[config.mk]
export PLATFORM = sky130hd
export DESIGN_NAME = clint_smp
export DESIGN_NICKNAME = d
export VERILOG_FILES = /design/src/rtl/clint_smp_pkg.sv /design/src/rtl/clint_hart_timer.sv /design/src/rtl/clint_smp.sv
export SDC_FILE = /design/constraint.sdc
export NUM_CORES = 1
export LEC_CHECK = 0
export BUFFER_PORTS_ARGS = -buffer_cell sky130_fd_sc_hd__buf_2
export CAP_MARGIN = 30
export CORE_AREA = 2 2 166 119
export DETAILED_ROUTE_END_ITERATION = 8
export DIE_AREA = 0 0 168 121
export GPL_TIMING_DRIVEN = 0
export PLACE_DENSITY = 0.76
export SETUP_SLACK_MARGIN = 0.15
export SKIP_CTS_REPAIR_TIMING = 1
export SLEW_MARGIN = 20
export SYNTH_ARGS = -nofsm -noshare
export SYNTH_HDL_FRONTEND = slang
export SYNTH_SLANG_ARGS = --single-unit
[constraint.sdc]
create_clock -name CLK -period 6.6 [get_ports CLK]
set_input_delay 0 -clock CLK [delete_from_list [all_inputs] [get_ports CLK]]
set_output_delay 0 -clock CLK [all_outputs]
set_load 0.005 [all_outputs]
[src/rtl/clint_smp_pkg.sv]
// Shared definitions for the core-local interruptor (CLINT).
// Holds the SiFive-compatible register offsets, the mtimecmp reset value,
// and the address decoder that turns a byte offset into a register region
// plus a hart index.
package clint_smp_pkg;

  localparam logic [15:0] MSIP_BASE      = 16'h0000;
  localparam logic [15:0] MTIMECMP_BASE  = 16'h4000;
  localparam logic [15:0] MTIME_LO       = 16'hBFF8;
  localparam logic [15:0] MTIME_HI       = 16'hBFFC;
  localparam logic [63:0] MTIMECMP_RESET = 64'hFFFF_FFFF_FFFF_FFFF;

  typedef enum logic [2:0] {
    REG_NONE     = 3'd0,
    REG_MSIP     = 3'd1,
    REG_CMP_LO   = 3'd2,
    REG_CMP_HI   = 3'd3,
    REG_MTIME_LO = 3'd4,
    REG_MTIME_HI = 3'd5
  } region_e;

  typedef struct packed {
    region_e     region;
    logic [11:0] hart;
  } decode_t;

  // The hart index is not range-checked here; the top only matches indices
  // that have an instance, so out-of-range harts read 0 and drop writes.
  function automatic decode_t decode_addr(input logic [15:0] addr);
    decode_t     d;
    logic [15:0] word;
    logic [15:0] msip_off;
    logic [15:0] cmp_off;
    word     = addr & 16'hFFFC;
    msip_off = word - MSIP_BASE;
    cmp_off  = word - MTIMECMP_BASE;
    d.region = REG_NONE;
    d.hart   = 12'd0;
    if (word == MTIME_LO) begin
      d.region = REG_MTIME_LO;
    end else if (word == MTIME_HI) begin
      d.region = REG_MTIME_HI;
    end else if (word < MTIMECMP_BASE) begin
      d.region = REG_MSIP;
      d.hart   = msip_off[13:2];
    end else if (!cmp_off[15]) begin
      // 0x4000..0xBFF7: 8 bytes per hart, bit 2 picks the upper half
      d.region = cmp_off[2] ? REG_CMP_HI : REG_CMP_LO;
      d.hart   = cmp_off[14:3];
    end else begin
      d.region = REG_NONE;
      d.hart   = 12'd0;
    end
    return d;
  endfunction

endpackage

[src/rtl/clint_hart_timer.sv]
// Per-hart CLINT state: the 64-bit mtimecmp register, the msip bit and the
// registered timer-pending compare.
// Ports:
//   clk, rst     clock and synchronous active-high reset
//   msip_we      write strobe for msip (takes wdata[0])
//   cmp_lo_we    write strobe for mtimecmp[31:0]
//   cmp_hi_we    write strobe for mtimecmp[63:32]
//   wdata        bus write data
//   mtime_next   value mtime takes at this edge
//   mtimecmp     current compare register
//   msip         software interrupt pending
//   mtip         timer interrupt pending (level)
module clint_hart_timer
  import clint_smp_pkg::*;
(
  input  logic        clk,
  input  logic        rst,
  input  logic        msip_we,
  input  logic        cmp_lo_we,
  input  logic        cmp_hi_we,
  input  logic [31:0] wdata,
  input  logic [63:0] mtime_next,
  output logic [63:0] mtimecmp,
  output logic        msip,
  output logic        mtip
);

  // Compare and software-interrupt registers; mtip compares the incoming
  // mtime against the compare value held before this edge's write.
  always_ff @(posedge clk) begin
    if (rst) begin
      mtimecmp <= MTIMECMP_RESET;
      msip     <= 1'b0;
      mtip     <= 1'b0;
    end else begin
      mtip <= (mtime_next >= mtimecmp);
      if (cmp_lo_we) begin
        mtimecmp[31:0] <= wdata;
      end
      if (cmp_hi_we) begin
        mtimecmp[63:32] <= wdata;
      end
      if (msip_we) begin
        msip <= wdata[0];
      end
    end
  end

endmodule

[src/rtl/clint_smp.sv]
// Core-local interruptor for the multi-hart cluster: 64-bit mtime with a
// prescaler, per-hart mtimecmp/msip, single-beat 32-bit MMIO slave.
// Ports:
//   CLK, RST   clock, synchronous active-high reset
//   w_req      access strobe; w_we selects write (1) or read (0)
//   w_addr     byte offset in the CLINT window (bits 1:0 ignored)
//   w_wdata    write data
//   w_rdata    read data, held until the next read response
//   w_rvalid   one-cycle read response strobe, one cycle after the request
//   w_mtime    current mtime
//   w_mtip     per-hart timer pending
//   w_msip     per-hart software pending
module clint_smp
  import clint_smp_pkg::*;
#(
  parameter int N_HARTS  = 1,
  parameter int TICK_DIV = 1
) (
  input  logic               CLK,
  input  logic               RST,
  input  logic               w_req,
  input  logic               w_we,
  input  logic [15:0]        w_addr,
  input  logic [31:0]        w_wdata,
  output logic [31:0]        w_rdata,
  output logic               w_rvalid,
  output logic [63:0]        w_mtime,
  output logic [N_HARTS-1:0] w_mtip,
  output logic [N_HARTS-1:0] w_msip
);

  localparam int PW = (TICK_DIV > 1) ? $clog2(TICK_DIV) : 1;
  localparam logic [PW-1:0] PRESC_MAX = PW'(TICK_DIV - 1);

  decode_t     dec_s;
  logic        wr_s;
  logic        rd_req_s;
  logic        tick_s;
  logic [PW-1:0] presc_r;
  logic [63:0] mtime_r;
  logic [63:0] mtime_next_s;
  logic [63:0] cmp_s [N_HARTS];
  logic [63:0] sel_cmp_s;
  logic        sel_msip_s;
  logic [31:0] rd_val_s;
  logic [31:0] rdata_r;
  logic        rvalid_r;

  assign dec_s    = decode_addr(w_addr);
  assign wr_s     = w_req && w_we;
  assign rd_req_s = w_req && !w_we;
  assign tick_s   = (presc_r == PRESC_MAX);

  // Prescaler: free-running 0..TICK_DIV-1, untouched by mtime writes.
  always_ff @(posedge CLK) begin
    if (RST) begin
      presc_r <= {PW{1'b0}};
    end else if (tick_s) begin
      presc_r <= {PW{1'b0}};
    end else begin
      presc_r <= presc_r + PW'(1);
    end
  end

  // Next mtime: a half-write wins over the tick and leaves the other half
  // as it was, so no increment happens in that cycle.
  always_comb begin
    mtime_next_s = mtime_r;
    if (wr_s && (dec_s.region == REG_MTIME_LO)) begin
      mtime_next_s = {mtime_r[63:32], w_wdata};
    end else if (wr_s && (dec_s.region == REG_MTIME_HI)) begin
      mtime_next_s = {w_wdata, mtime_r[31:0]};
    end else if (tick_s) begin
      mtime_next_s = mtime_r + 64'd1;
    end else begin
      mtime_next_s = mtime_r;
    end
  end

  // mtime register; wraps naturally at 2^64.
  always_ff @(posedge CLK) begin
    if (RST) begin
      mtime_r <= 64'd0;
    end else begin
      mtime_r <= mtime_next_s;
    end
  end

  for (genvar g = 0; g < N_HARTS; g++) begin : g_hart
    logic hit_s;
    assign hit_s = wr_s && (dec_s.hart == 12'(g));
    clint_hart_timer u_timer (
      .clk        (CLK),
      .rst        (RST),
      .msip_we    (hit_s && (dec_s.region == REG_MSIP)),
      .cmp_lo_we  (hit_s && (dec_s.region == REG_CMP_LO)),
      .cmp_hi_we  (hit_s && (dec_s.region == REG_CMP_HI)),
      .wdata      (w_wdata),
      .mtime_next (mtime_next_s),
      .mtimecmp   (cmp_s[g]),
      .msip       (w_msip[g]),
      .mtip       (w_mtip[g])
    );
  end

  // Read mux: pick the addressed hart (none matches -> 0), then the half.
  always_comb begin
    sel_cmp_s  = 64'd0;
    sel_msip_s = 1'b0;
    rd_val_s   = 32'd0;
    for (int i = 0; i < N_HARTS; i++) begin
      sel_cmp_s  = sel_cmp_s | ((dec_s.hart == 12'(i)) ? cmp_s[i] : 64'd0);
      sel_msip_s = sel_msip_s | ((dec_s.hart == 12'(i)) && w_msip[i]);
    end
    case (dec_s.region)
      REG_MSIP:     rd_val_s = {31'd0, sel_msip_s};
      REG_CMP_LO:   rd_val_s = sel_cmp_s[31:0];
      REG_CMP_HI:   rd_val_s = sel_cmp_s[63:32];
      REG_MTIME_LO: rd_val_s = mtime_r[31:0];
      REG_MTIME_HI: rd_val_s = mtime_r[63:32];
      default:      rd_val_s = 32'd0;
    endcase
  end

  // Read response: data captured from pre-edge state, held between reads.
  always_ff @(posedge CLK) begin
    if (RST) begin
      rdata_r  <= 32'd0;
      rvalid_r <= 1'b0;
    end else begin
      rvalid_r <= rd_req_s;
      if (rd_req_s) begin
        rdata_r <= rd_val_s;
      end
    end
  end

  assign w_rdata  = rdata_r;
  assign w_rvalid = rvalid_r;
  assign w_mtime  = mtime_r;

endmodule

==> flow_metrics.env <==
export IMPL_viasPerCell=6.47
export IMPL_drt_initial_drc_count=1653
export IMPL_tns_ns=0
export IMPL_dieWidth_um=168
export IMPL_cts_tree="done"
export IMPL_synth_edff_count=0
export IMPL_synth_fa_ha_area_frac=0.0841
export IMPL_placed_area_um2=11200
export IMPL_drv_cap=0
export IMPL_wirelength_um=40900
export IMPL_synth_main_ff_cell="dfxtp_1"
export IMPL_synth_top_area_frac=0.325
export IMPL_leakage_uw=0.00587
export IMPL_slew_headroom=0.286
export IMPL_drtAntennaViolNets=0
export IMPL_overflow=0
export IMPL_finalNetCount=1635
export IMPL_die_area_um2=20300
export IMPL_met3_usage=0.104
export IMPL_min_delay_start="RST"
export IMPL_antenna_found_initial=0
export IMPL_hold_depth=4
export IMPL_layout_area_overhead_vs_synth_pct=20.5
export IMPL_ios=151
export IMPL_yosysSeqAreaShare=0.325
export IMPL_period_minus_slack_ns=5.58
export IMPL_first_global_vias=10400
export IMPL_cp_end_kind="register"
export IMPL_vias=11500
export IMPL_slew_viol_final=0
export IMPL_clk_path_buf_depth=2
export IMPL_drive_above_1_share=0.161
export IMPL_hp_class="input pin to register"
export IMPL_status="completed"
export IMPL_final_hold_violation_count=0
export IMPL_port_buffers=148
export IMPL_met2_usage=0.569
export IMPL_dp_hpwl_um=29600
export IMPL_synth_simple_area_share=0.242
export IMPL_synth_area_leaders="dfxtp_1 (32%), ha_1 (8.4%), nand2_1 (7.8%), a21oi_1 (5.7%), o211ai_1 (5.1%)"
export IMPL_rr_worst_depth=14
export IMPL_avgSynthCellArea_um2=7.72
export IMPL_path_cells="ha_1 > nand3b_1 > nor3_1 > nand4_1 > o21a_1 > nor3_1 > nor2_1 > ha_1 > nand4_1 > nor4_2 > o2111ai_1 > a31oi_1 > nor4_1 > o21ai_0"
export IMPL_initial_core_util=0.542
export IMPL_layout_common_cells="nand2_1 (211), dfxtp_1 (164), buf_2 (156)"
export IMPL_fin_area_um2=12200
export IMPL_worstPathRequired_ns=6.94
export IMPL_worst_slew_pin_slew_ns=1.07
export IMPL_critPathKind="register to register"
export IMPL_numCtsBuffers=17
export IMPL_fmax_mhz=179
export IMPL_regToRegStartpoint="w_mtime[0]"
export IMPL_crit_path_max_incr_delay_ns=0.81
export IMPL_cts_sinks=164
export IMPL_ys_async_sr_fraction=0
export IMPL_vdd_drop_max_mv=0.132
export IMPL_rows=42
export IMPL_yosysTopAreaCell="dfxtp_1"
export IMPL_syn_area_um2=10100
export IMPL_grt_busiest_layer="met2"
export IMPL_cp_slowest_cell="nor4_2"
export IMPL_grt_pass1_wl_um=60600
export IMPL_finalWeightedCongestion=1.04
export IMPL_fp_dieH_um=121
export IMPL_grt_use_total=0.394
export IMPL_crit_arrival_ns=5.93
export IMPL_syn_inst=1310
export IMPL_core_area_um2=18700
export IMPL_crit_start="w_mtime[0]"
export IMPL_critPathLaunchType="register"
export IMPL_clock_root_buffer="clkbuf_16"
export IMPL_h_tree_depth=4
export IMPL_ys_types=70
export IMPL_drc_errors=0
export IMPL_clkSlewWorstSetupHoldPaths_ns=0.07
export IMPL_rsz0062_at_grt="false"
export IMPL_fillCellCount=1636
export IMPL_yosysWarnings=0
export IMPL_clock_latency_ns=0.45
export IMPL_powerDensity_nw_per_um2=185
export IMPL_synth_top_family_by_area="simple AND/OR/NAND/NOR gates"
export IMPL_grt_max_degree=17
export IMPL_synth_xor_area_frac=0.0242
export IMPL_muxShareOfSynthArea=0.0449
export IMPL_synth_compound_area_share=0.223
export IMPL_cp_max_fo=9
export IMPL_r2r_slack_ns=1.02
export IMPL_mostFrequentLayoutCell="nand2_1"
export IMPL_finalCritPeriodShare=0.846
export IMPL_fin_skew_ns=0.0150
export IMPL_first_pass_iters=6
export IMPL_synth_seq_cells=164
export IMPL_synthesis_nets=1430
export IMPL_wl_per_cell_um=23.1
export IMPL_setup_viol=0
export IMPL_use_met1=0.562
-- path summary, 6_finish.rpt --
path                                 end
setup / recovery  g_hart[0].u_timer.mtip
hold / removal    g_hart[0].u_timer.mtip
setup reg to reg  g_hart[0].u_timer.mtip
hold reg to reg              w_rdata[15]
-- cell families after synthesis --
kind of cell             Yosys count
AND/OR/NAND/NOR                  513
AO/OA/AOI/OAI                    346
flip-flops                       164
buffers and inverters            149
adder cells (fa/ha/maj)           68
multiplexers                      41
XOR/XNOR                          28
other                              1
-- sequential cells by signal (all words and copies together) (netlist names) --
name	cells
w_mtime	64
g_hart.u_timer.mtimecmp	64
presc_r	1
g_hart.u_timer.mtip	1
w_rdata	32
w_rvalid	1
g_hart.u_timer.msip	1
-- metrics by stage --
| step | total power (uW) | util | instances | hold WS, ns | setup slack, ns |
|---|---|---|---|---|---|
| after floorplan | 1080 | - | 1310 | 0.128 | 3.17 |
| after global placement | 1150 | 0.598 | 1700 | 0.284 | 1.11 |
| after detailed placement | 1150 | 0.600 | 1703 | 0.289 | 1.01 |
| after CTS | 2220 | 0.634 | 1735 | -0.161 | 1.12 |
| after global routing | 2300 | 0.653 | 1770 | 0.0645 | 0.796 |
| final | 2260 | 0.653 | 1771 | 0.0486 | 1.02 |
-- Yosys cell counts, types with 11 or more instances --
master	n
and2_1	21
a2111oi_0	12
clkbuf_1	63
dfxtp_1	164
nand4_1	36
nor2_1	102
a21o_1	11
nor3_1	40
a211oi_1	35
and3_1	12
nor4_1	11
nand3_1	35
inv_1	76
nand2_1	211
mux2_2	35
ha_1	68
o21ai_0	51
o211ai_1	69
a21oi_1	116
xor2_1	18
-- final cells by class --
class / instances / area, um2 / share of cell area
Antenna cell: 1 / 2.50 / 0.000205
Buffer: 73 / 288 / 0.0236
Clock buffer: 23 / 508 / 0.0417
Clock inverter: 9 / 140 / 0.0115
Inverter: 76 / 285 / 0.0234
Multi-Input combinational cell: 997 / 6280 / 0.515
Sequential cell: 164 / 3280 / 0.269
Tap cell: 242 / 303 / 0.0248
Timing Repair Buffer: 186 / 1100 / 0.0905
-- report_power, final --
group / internal [uW] / total [uW] / switching, uW
combinational: 52.0 / 152 / 100
clock: 660 / 1110 / 448
sequential: 992 / 998 / 5.76
-- worst max-delay path: cells and delay by family (launching register included) --
| family | cells | cell delay, ns |
|---|---|---|
| and+or+nand+nor | 8 | 3.24 |
| adders and majority gates | 2 | 0.53 |
| AOI/OAI and AO/OA | 4 | 1.26 |
| DFF | 1 | 0.45 |
-- metal layers --
metal / share of wire / wire length (um)
met5: 0 / 0
met4: 0.038 / 1570
met3: 0.15 / 6020
met2: 0.40 / 16200
met1: 0.42 / 17000
Power figures use the tool's default switching activity.
